<file path="src/rtl/nmlo_pkg.sv">
// nmlo_pkg: shared definitions for the NMLO conversion sequencer.
//  - state encodings (4-bit) for the sequencer FSM
//  - default widths for comparator columns, counts and phase durations
//  - sat_inc: saturating increment used by the per-column counters
package nmlo_pkg;

  localparam int NMLO_NCOL   = 16;
  localparam int NMLO_CNT_W  = 8;
  localparam int NMLO_TIME_W = 8;

  typedef enum logic [3:0] {
    ST_IDLE  = 4'd0,
    ST_CLEAR = 4'd1,
    ST_SHARE = 4'd2,
    ST_INTEG = 4'd3,
    ST_LATCH = 4'd4,
    ST_DONE  = 4'd5
  } nmlo_state_e;

  // Adds inc to val but never goes beyond max_val. Callers widen their
  // count to 32 bits and truncate the result back to their own width.
  function automatic logic [31:0] sat_inc(input logic [31:0] val,
                                          input logic [31:0] max_val,
                                          input logic        inc);
    logic [31:0] res;
    if (inc && (val < max_val)) begin
      res = val + 32'd1;
    end else begin
      res = val;
    end
    return res;
  endfunction

endpackage

</file>
<file path="src/rtl/nmlo_phase_timer.sv">
// nmlo_phase_timer: loadable down-counter timing one share/integrate/latch
// phase. A length of 0 is treated as 1, so every phase lasts at least one
// cycle.
// Ports:
//  clk, rst : clock, asynchronous active-high reset
//  load     : load a new phase length (takes effect on the next edge)
//  len      : phase length in cycles
//  last     : 1 while the current cycle is the final cycle of the phase
module nmlo_phase_timer
  import nmlo_pkg::*;
#(
  parameter int TIME_W = NMLO_TIME_W
) (
  input  logic              clk,
  input  logic              rst,
  input  logic              load,
  input  logic [TIME_W-1:0] len,
  output logic              last
);

  localparam logic [TIME_W-1:0] T_ZERO = {TIME_W{1'b0}};
  localparam logic [TIME_W-1:0] T_ONE  = {{(TIME_W-1){1'b0}}, 1'b1};

  logic [TIME_W-1:0] cnt_r;

  // Remaining-cycles counter: load len-1 (0 for len 0), then count to zero.
  always_ff @(posedge clk or posedge rst) begin
    if (rst) begin
      cnt_r <= T_ZERO;
    end else if (load) begin
      if (len == T_ZERO) begin
        cnt_r <= T_ZERO;
      end else begin
        cnt_r <= len - T_ONE;
      end
    end else if (cnt_r != T_ZERO) begin
      cnt_r <= cnt_r - T_ONE;
    end else begin
      cnt_r <= cnt_r;
    end
  end

  assign last = (cnt_r == T_ZERO);

endmodule

</file>
<file path="src/rtl/nmlo_pulse_seq.sv">
// nmlo_pulse_seq: neuron multi-level-output conversion sequencer.
// On trigger (sampled in IDLE) it captures the configuration, clears the
// column counts, then runs num_pulses rounds of share -> integrate -> latch.
// At the end of each latch phase every column count is incremented
// (saturating) by its comparator decision. idle/trigger form the same level
// handshake as the upstream matmul sequencer.
// Ports:
//  clk, rst    : clock, asynchronous active-high reset
//  trigger     : start request (level), only honoured in IDLE
//  num_pulses  : pulses per conversion, 0 = none
//  t_share/t_integ/t_latch : phase lengths in cycles (0 treated as 1)
//  comp_out    : comparator decisions, sampled on the last latch cycle
//  idle        : 1 = ready/done
//  share/integ/latch : neuron pulse outputs (mutually exclusive)
//  count_out   : column i at [i*CNT_W +: CNT_W], held from DONE to next CLEAR
//  count_valid : one-cycle pulse when count_out is final
// All control outputs are registered decodes of the state and lag it by one
// cycle.
module nmlo_pulse_seq
  import nmlo_pkg::*;
#(
  parameter int NCOL   = NMLO_NCOL,
  parameter int CNT_W  = NMLO_CNT_W,
  parameter int TIME_W = NMLO_TIME_W
) (
  input  logic                  clk,
  input  logic                  rst,
  input  logic                  trigger,
  input  logic [7:0]            num_pulses,
  input  logic [TIME_W-1:0]     t_share,
  input  logic [TIME_W-1:0]     t_integ,
  input  logic [TIME_W-1:0]     t_latch,
  input  logic [NCOL-1:0]       comp_out,
  output logic                  idle,
  output logic                  share,
  output logic                  integ,
  output logic                  latch,
  output logic [NCOL*CNT_W-1:0] count_out,
  output logic                  count_valid
);

  localparam logic [31:0] SAT_MAX = (32'd1 << CNT_W) - 32'd1;

  nmlo_state_e       state_r;
  logic [7:0]        num_pulses_r;
  logic [TIME_W-1:0] t_share_r;
  logic [TIME_W-1:0] t_integ_r;
  logic [TIME_W-1:0] t_latch_r;
  logic [7:0]        pulse_idx_r;

  logic              tmr_load_s;
  logic [TIME_W-1:0] tmr_len_s;
  logic              tmr_last_s;
  logic              clear_s;
  logic              upd_s;

  nmlo_phase_timer #(.TIME_W(TIME_W)) u_timer (
    .clk  (clk),
    .rst  (rst),
    .load (tmr_load_s),
    .len  (tmr_len_s),
    .last (tmr_last_s)
  );

  // Timer control: arm the length of the phase being entered next.
  always_comb begin
    tmr_load_s = 1'b0;
    tmr_len_s  = t_share_r;
    case (state_r)
      ST_CLEAR: begin
        tmr_load_s = 1'b1;
        tmr_len_s  = t_share_r;
      end
      ST_SHARE: begin
        tmr_load_s = tmr_last_s;
        tmr_len_s  = t_integ_r;
      end
      ST_INTEG: begin
        tmr_load_s = tmr_last_s;
        tmr_len_s  = t_latch_r;
      end
      ST_LATCH: begin
        // Loading on the final pulse is harmless: DONE ignores the timer.
        tmr_load_s = tmr_last_s;
        tmr_len_s  = t_share_r;
      end
      default: begin
        tmr_load_s = 1'b0;
        tmr_len_s  = t_share_r;
      end
    endcase
  end

  assign clear_s = (state_r == ST_CLEAR);
  assign upd_s   = (state_r == ST_LATCH) && tmr_last_s;

  // Sequencer FSM with registered, state-decoded outputs.
  always_ff @(posedge clk or posedge rst) begin
    if (rst) begin
      state_r      <= ST_IDLE;
      num_pulses_r <= 8'd0;
      t_share_r    <= {TIME_W{1'b0}};
      t_integ_r    <= {TIME_W{1'b0}};
      t_latch_r    <= {TIME_W{1'b0}};
      pulse_idx_r  <= 8'd0;
      idle         <= 1'b0;
      share        <= 1'b0;
      integ        <= 1'b0;
      latch        <= 1'b0;
      count_valid  <= 1'b0;
    end else begin
      idle        <= (state_r == ST_IDLE);
      share       <= (state_r == ST_SHARE);
      integ       <= (state_r == ST_INTEG);
      latch       <= (state_r == ST_LATCH);
      count_valid <= (state_r == ST_DONE);
      case (state_r)
        ST_IDLE: begin
          if (trigger) begin
            num_pulses_r <= num_pulses;
            t_share_r    <= t_share;
            t_integ_r    <= t_integ;
            t_latch_r    <= t_latch;
            state_r      <= ST_CLEAR;
          end else begin
            state_r <= ST_IDLE;
          end
        end
        ST_CLEAR: begin
          pulse_idx_r <= 8'd0;
          if (num_pulses_r == 8'd0) begin
            state_r <= ST_DONE;
          end else begin
            state_r <= ST_SHARE;
          end
        end
        ST_SHARE: begin
          if (tmr_last_s) begin
            state_r <= ST_INTEG;
          end else begin
            state_r <= ST_SHARE;
          end
        end
        ST_INTEG: begin
          if (tmr_last_s) begin
            state_r <= ST_LATCH;
          end else begin
            state_r <= ST_INTEG;
          end
        end
        ST_LATCH: begin
          if (tmr_last_s) begin
            pulse_idx_r <= pulse_idx_r + 8'd1;
            // pulse_idx stays below num_pulses, so +1 cannot wrap here.
            if ((pulse_idx_r + 8'd1) == num_pulses_r) begin
              state_r <= ST_DONE;
            end else begin
              state_r <= ST_SHARE;
            end
          end else begin
            state_r <= ST_LATCH;
          end
        end
        ST_DONE: begin
          state_r <= ST_IDLE;
        end
        default: begin
          state_r <= ST_IDLE;
        end
      endcase
    end
  end

  for (genvar gi = 0; gi < NCOL; gi++) begin : g_col
    logic [CNT_W-1:0] count_r;
    logic [CNT_W-1:0] next_s;

    assign next_s = CNT_W'(sat_inc(32'(count_r), SAT_MAX, comp_out[gi]));

    // Column count: cleared in CLEAR, bumped on the last latch cycle.
    always_ff @(posedge clk or posedge rst) begin
      if (rst) begin
        count_r <= {CNT_W{1'b0}};
      end else if (clear_s) begin
        count_r <= {CNT_W{1'b0}};
      end else if (upd_s) begin
        count_r <= next_s;
      end else begin
        count_r <= count_r;
      end
    end

    assign count_out[gi*CNT_W +: CNT_W] = count_r;
  end

endmodule

</file>
<file path="config.mk">
export PLATFORM = sky130hd
export DESIGN_NAME = nmlo_pulse_seq
export DESIGN_NICKNAME = d
export VERILOG_FILES = /design/src/rtl/nmlo_pkg.sv /design/src/rtl/nmlo_phase_timer.sv /design/src/rtl/nmlo_pulse_seq.sv
export SDC_FILE = /design/constraint.sdc
export NUM_CORES = 1
export LEC_CHECK = 0
export CAP_MARGIN = 20
export CORE_MARGIN = 2
export CORE_UTILIZATION = 50
export DETAILED_ROUTE_END_ITERATION = 8
export MAX_ROUTING_LAYER = met4
export PLACE_DENSITY = 0.77
export SLEW_MARGIN = 20
export SYNTH_ARGS = -nofsm -noshare
export SYNTH_HDL_FRONTEND = slang
export SYNTH_SLANG_ARGS = --single-unit
</file>
<file path="constraint.sdc">
create_clock -name clk -period 8.8 [get_ports clk]
set_input_delay 1.76 -clock clk [delete_from_list [all_inputs] [get_ports clk]]
set_output_delay 1.76 -clock clk [all_outputs]
set_load 0.01 [all_outputs]
</file>
==> results of run 1 <==
-- stage by stage --
step	hold slack (ns)	util, %	instance area (sq um)	power (W)
after floorplan	0.4701	-	9727	0.001597
after global placement	0.4841	61.15	11780	0.001765
after detailed placement	0.4922	61.15	11780	0.001786
after CTS	0.5111	64.15	12360	0.002551
after global routing	0.5231	64.24	12380	0.002682
final	0.5074	64.24	12380	0.002536
-- metal layers --
layer  GRT usage [%]  vias to the layer above  wire length [um]
met5               -                        -                 0
met3           4.032                       44              1017
met4           8.153                        0               586
met1           32.14                     3944             10690
li1                -                     3857                 -
met2           36.07                      222             10830
-- area by class of cell --
cell class                 instances  area share (%)
multi-input combinational        740           39.26
sequential                       184           37.19
timing repair buffer             190           15.28
clock buffer                      21           3.719
tap                              265           2.678
clock inverter                    10          0.9601
inverter                          28          0.8893
antenna                            1         0.02021
-- kinds of logic after synthesis --
logic type | synth area share [%]
flops | 47.34
simple gates | 22.88
buf+inv | 2.881
fa+ha+maj | 2.701
xor+xnor | 9.635
compound gates | 8.040
mux | 6.522
-- final timing paths --
path	end	cells after the start
max reg2reg	u_timer.cnt_r[6]$_DFFE_PP0P_	8
min in group asynchronous	count_valid$_DFF_PP0_	2
max	u_timer.cnt_r[6]$_DFFE_PP0P_	8
min reg2reg	t_share_r[5]$_DFFE_PP0P_	1
min	t_share_r[5]$_DFFE_PP0P_	1
max in group asynchronous	g_col[5].count_r[3]$_DFFE_PP0P_	3
-- state kept, by name, indices dropped and copies added, names as in the netlist, 3 cells and up --
register	cells
pulse_idx_r	8
num_pulses_r	8
t_latch_r	8
t_integ_r	8
g_col.count_r	128
t_share_r	8
state_r	3
u_timer.cnt_r	8
-- power groups by stage --
| stage | clock network (W) | registers (W) | logic, W |
|---|---|---|---|
| 2_1_floorplan | 0 | 0.00104 | 0.000561 |
| 3_3_place_gp | 0 | 0.00107 | 0.000691 |
| 3_5_place_dp | 0 | 0.00108 | 0.000705 |
| 4_1_cts | 0.000775 | 0.00107 | 0.000710 |
| 5_1_grt | 0.000807 | 0.00108 | 0.000792 |
| 6_report | 0.000758 | 0.00107 | 0.000712 |
-- critical path, stage by stage, from the launching register on --
cell,delay [ns]
dfrtp_1,0.69
nor2b_1,0.89
mux2i_1,0.61
ha_1,0.33
nand3b_1,0.10
o22ai_1,0.23
nand4_1,0.14
xnor2_1,0.20
o32ai_1,0.11
-- layout by cell type, fill, tap and decap left out, types with 4 or more instances in the layout --
cell type / netlist / routed
clkdlybuf4s50_1: 0 / 183
xnor2_1: 82 / 82
or4_1: 5 / 5
nor4_2: 5 / 5
nand3_1: 45 / 45
nor4b_1: 4 / 4
ha_1: 21 / 21
xor2_1: 25 / 25
or3_1: 9 / 9
o21ai_1: 6 / 6
nor2_1: 123 / 123
and2_1: 6 / 6
o31ai_1: 9 / 9
inv_6: 0 / 4
nand2_1: 88 / 88
buf_4: 0 / 5
dfrtp_1: 184 / 184
mux2i_1: 16 / 16
nor2b_1: 4 / 4
a21oi_1: 25 / 25
nand4_1: 38 / 38
or2_2: 4 / 4
a22oi_1: 4 / 4
nand2b_1: 5 / 5
inv_1: 28 / 27
o21ai_0: 37 / 37
o21a_1: 6 / 6
a31o_2: 4 / 4
clkbuf_16: 0 / 17
nor4_1: 22 / 22
o211ai_1: 6 / 6
nor3_1: 32 / 32
nor3b_1: 5 / 4
and3_1: 19 / 19
mux2_2: 36 / 36
a211oi_1: 6 / 6
-- synth_stat cells (20+ instances only) --
| cell | instances | share of area (%) |
|---|---|---|
| a21oi_1 | 25 | 1.3 |
| nand3_1 | 45 | 2.3 |
| xor2_1 | 25 | 2.3 |
| ha_1 | 21 | 2.7 |
| dfrtp_1 | 184 | 47 |
| inv_1 | 28 | 1.1 |
| xnor2_1 | 82 | 7.4 |
| nor4_1 | 22 | 1.4 |
| nand4_1 | 38 | 2.4 |
| nor3_1 | 32 | 1.6 |
| mux2_2 | 36 | 4.2 |
| o21ai_0 | 37 | 1.9 |
| nor2_1 | 123 | 4.7 |
| nand2_1 | 88 | 3.4 |
| clkbuf_1 | 20 | 0.77 |
==> out/qor.csv, run 1 <==
metric;value;unit
finalSetupViolCount;0;
status;completed;
fmax;292.0;MHz
pin_count;184;
p_per_area;204.9;mW/mm^2
cp.required;9.10;ns
start_kind;flip-flop;
place_ws;4.720;ns
holdCritStartpoint;t_share_r[5]$_DFFE_PP0P_;
clockBufferDepth;2;
syn_inst;990;
internal_power;0.001714;W
tightestPinTransition;1.041;ns
syn_nets;1062;
clk_pin_slew;0.07;ns
area_growth;27.28;%
rows;51;
grt_pass1_wl;37980;um
syn_area_per_cell;9.825;sq um
worstSetupPathType;flip-flop to flip-flop;
r2r_start;state_r[1]$_DFF_PP0_;
die_w;143.5;um
drive_above_1_share;8.951;%
place.gp.congestion;0.8960;
yosys_warnings;0;
cts_max_level;4;
hpwlAfterDp;15830;um
clock_tree.root_cell;clkbuf_16;
drtPass1Iterations;5;
n_fill_cell;1561;
finalCritPeriodShare;38.91;%
die_h;143.5;um
wl_per_cell;16.07;um
hold_buffers;0;
ant_nets;0;
cts.repair.resized;0;
numCtsBuffers;17;
place.port_buffers;183;
holdCritPathClass;flip-flop to flip-flop;
maxSlewHeadroom;30.59;%
startpoint;state_r[1]$_DFF_PP0_;
clock_sinks;184;
rsz0062_at_grt;no;
synth_edf_count;0;
synth_area;0.009727;sq mm
fin_cells;1439;
num-nets-final;1233;
wl;23130;um
first_iter_violations;501;
p_switching;0.0008222;W
seqPwrFrac;42.0;%
synth_seq_cells;184;
drcViolationCount;0;
core;0.01927;sq mm
postCtsSetupBuffers;0;
dieArea;0.02059;sq mm
avgViaCountPerCell;5.606;
grt_start_max_net_pins;106;
cts_tree;done;
worstPathArrival;3.72;ns
cp-end-kind;flip-flop;
fin_skew;0.009032;ns
p_leak;5.147;nW
layout_min_cycle_time;3.424;ns
slew_viol_final;0;
power_frac_comb;28.1;%
synth_cell_types;69;
synthArstFlopShare;100.0;%
critical_path.max_fanout;14;
antenna_found_initial;1;
hold_violations;0;
multiInputGateArea;0.004861;sq mm
regArea;0.004604;sq mm
vias;8067;
ys.flop_type;dfrtp_1;
grt-ovfl-total;0;
peakVddDrop;147.1;uV
placed_cells;1406;
grt_pass1_vias;7583;
layout_setup_ws;5.376;ns
swShare;32.42;%
regToRegSetupSlack;5.38;ns
clk_latency;0.43;ns
start_util;50.47;%
finalSetupTns;0;ns
maxCapViolCount;0;
grt.total_usage;23.62;%
power.share.clock;29.9;%
ys_seq_area_share;47.34;%
No activity file was read; power rests on OpenSTA's default activity.
==> inputs of run 2 (changes only) <==
clock period = 3.23 ns   (was 8.8 ns; I/O delays follow)
==> out/qor.csv, run 2 (synthesis gave the netlist of run 1 again) <==
metric;value;unit;change
area_growth;28.58;%;was 27.28%
finalSetupTns;0;ns;unchanged
crit_path_top_delay_cell;nor3b_1;;was nor2b_1
numCtsBuffers;17;;unchanged
crit_chain;inv_1 -> ha_1 -> nor3b_1 -> and3_1 -> buf_4 -> nand4_1 -> or3_1 -> a21oi_1;;was nor2b_1 -> mux2i_1 -> ha_1 -> nand3b_1 -> o22ai_1 -> nand4_1 -> xnor2_1 -> o32ai_1
num-nets-final;1243;;was 1233
place.port_buffers;183;;unchanged
hold_buffers;0;;unchanged
p_switching;0.002235;W;was 0.0008222 W
cts.repair.resized;0;;unchanged
regToRegSetupSlack;0.40;ns;was 5.38 ns
start_kind;flip-flop;;unchanged
r2r_end;g_col[14].count_r[7]$_DFFE_PP0P_;;was u_timer.cnt_r[6]$_DFFE_PP0P_
cp-end-kind;flip-flop;;unchanged
place.gp.congestion;0.8550;;was 0.8960
power.share.clock;29.3;%;was 29.9%
grt_pass1_wl;37790;um;was 37980 um
critPathBufInv;2;;was 0
core;0.01927;sq mm;unchanged
p_leak;5.205;nW;was 5.147 nW
avgViaCountPerCell;5.549;;was 5.606
hpwlAfterDp;16500;um;was 15830 um
place_ws;0.4684;ns;was 4.720 ns
ff2ff_path_depth;8;;unchanged
r2r_start;u_timer.cnt_r[0]$_DFFE_PP0P_;;was state_r[1]$_DFF_PP0_
n_fill_cell;1548;;was 1561
fmax;352.9;MHz;was 292.0 MHz
cp.required;3.59;ns;was 9.10 ns
p_per_area;553.9;mW/mm^2;was 204.9 mW/mm^2
rsz0062_at_grt;no;;unchanged
holdCritStartpoint;t_share_r[1]$_DFFE_PP0P_;;was t_share_r[5]$_DFFE_PP0P_
finalSetupViolCount;0;;unchanged
die_h;143.5;um;unchanged
dieArea;0.02059;sq mm;unchanged
status;completed;;unchanged
worstPathArrival;3.19;ns;was 3.72 ns
holdCritPathClass;flip-flop to flip-flop;;unchanged
clk_latency;0.43;ns;about the same
hold_end;t_share_r[1]$_DFFE_PP0P_;;was t_share_r[5]$_DFFE_PP0P_
wl;23130;um;about the same
finalCritPeriodShare;87.72;%;was 38.91%
drive_above_1_share;9.797;%;was 8.951%
maxCapViolCount;0;;unchanged
layout_setup_ws;0.3965;ns;was 5.376 ns
wl_per_cell;15.96;um;was 16.07 um
grt_pass1_vias;7640;;was 7583
clockBufferDepth;2;;unchanged
drcViolationCount;0;;unchanged
power_frac_comb;29.5;%;was 28.1%
mostFrequentLayoutCells;184 x dfrtp_1, 183 x clkdlybuf4s50_1, 123 x nor2_1, 88 x nand2_1, 82 x xnor2_1;;unchanged
cp_top_family;simple AND/OR/NAND/NOR gates;;unchanged
drtPass1Iterations;5;;unchanged
peakVddDrop;413.4;uV;was 147.1 uV
final_common_cell;dfrtp_1;;unchanged
start_util;50.47;%;unchanged
rows;51;;unchanged
pin_count;184;;unchanged
slew_viol_final;0;;unchanged
maxSlewHeadroom;37.95;%;was 30.59%
holdPathStages;1;;unchanged
grt_start_max_net_pins;63;;was 106
antenna_found_initial;0;;was 1
critical_path.max_fanout;27;;was 14
tightestPinTransition;0.9228;ns;was 1.041 ns
swShare;32.26;%;was 32.42%
clock_tree.root_cell;clkbuf_16;;unchanged
vias;8040;;was 8067
clk_pin_slew;0.07;ns;about the same
grt.total_usage;23.35;%;was 23.62%
fin_skew;0.009762;ns;was 0.009032 ns
clock_sinks;184;;unchanged
internal_power;0.004693;W;was 0.001714 W
cts_tree;done;;unchanged
top_register;g_col.count_r;;unchanged
postCtsSetupBuffers;0;;unchanged
die_w;143.5;um;unchanged
cts_max_level;4;;unchanged
worstSetupPathType;flip-flop to flip-flop;;unchanged
layout_min_cycle_time;2.833;ns;was 3.424 ns
largest_register_ff_count;128;;unchanged
grt-ovfl-total;0;;unchanged
hold_violations;0;;unchanged
n_antenna_cell;0;;was 1
seqPwrFrac;41.2;%;was 42.0%
ant_nets;0;;unchanged
crit_path_max_incr_delay;0.70;ns;was 0.89 ns
first_iter_violations;684;;was 501
==> run 2: changes by cell type in the layout (fill, tap and decap cells not counted), moves of 2 or more <==
cell,previous run,this run
buf_6,2,0
inv_6,4,1
clkbuf_8,2,4
buf_4,5,12
clkinv_4,0,2
buf_12,0,5
clkinvlp_4,3,5
==> run 2: worst max path at each step <==
stage / cells after the start / slack [ns] / end / from
CTS: 8 / 0.45 / g_col[2].count_r[5]$_DFFE_PP0P_ / u_timer.cnt_r[0]$_DFFE_PP0P_
finish: 8 / 0.40 / g_col[14].count_r[7]$_DFFE_PP0P_ / u_timer.cnt_r[0]$_DFFE_PP0P_
detailed placement: 8 / 0.47 / g_col[14].count_r[7]$_DFFE_PP0P_ / u_timer.cnt_r[0]$_DFFE_PP0P_
global placement: 8 / 0.57 / g_col[14].count_r[5]$_DFFE_PP0P_ / u_timer.cnt_r[0]$_DFFE_PP0P_
floorplan: 1 / 0.22 / count_valid$_DFF_PP0_ / rst
global route: 8 / 0.23 / g_col[14].count_r[5]$_DFFE_PP0P_ / u_timer.cnt_r[0]$_DFFE_PP0P_
==> run 2: per-stage QoR <==
stage	hold WS (ns)	total power [W]	cells	util [%]	area [sq um]
2_1_floorplan	0.4701	0.004352	990	-	9731
3_3_place_gp	0.4855	0.004906	1417	61.89	11930
3_5_place_dp	0.4973	0.004945	1417	61.89	11930
4_1_cts	0.5129	0.006987	1449	64.90	12510
5_1_grt	0.5297	0.007326	1449	64.90	12510
6_report	0.5093	0.006928	1449	64.90	12510
==> run 2: power groups by stage <==
stage	Clock (W)	Sequential (W)	Combinational (W)
global route	0.00218	0.00289	0.00225
finish	0.00203	0.00285	0.00205
global placement	0	0.00289	0.00202
detailed placement	0	0.00290	0.00205
CTS	0.00207	0.00285	0.00206
floorplan	0	0.00282	0.00153
==> run 2: final cells by class <==
cell class | count | area, sq um | share of cell area, %
multi-input cells | 740 | 4861 | 38.87
flip-flops and latches | 184 | 4604 | 36.81
repair buffers | 200 | 2022 | 16.17
clock buffers | 23 | 488.0 | 3.902
well taps | 265 | 331.6 | 2.651
inverters | 28 | 108.9 | 0.8703
clock inverters | 9 | 91.34 | 0.7303
==> run 2: per-layer routing <==
layer | vias up | track usage, % | part of all wire, %
met2 | 216 | 37.02 | 48
li1 | 3874 | - | -
met4 | 0 | 5.108 | 1.2
met3 | 28 | 4.532 | 5.0
met5 | - | - | 0
met1 | 3922 | 31.45 | 46
==> inputs of run 3 (changes only) <==
SLEW_MARGIN = 5   (was 20)
==> results of run 3 <==
No change in the layout: final DEF, timing and power equal those of run 2.
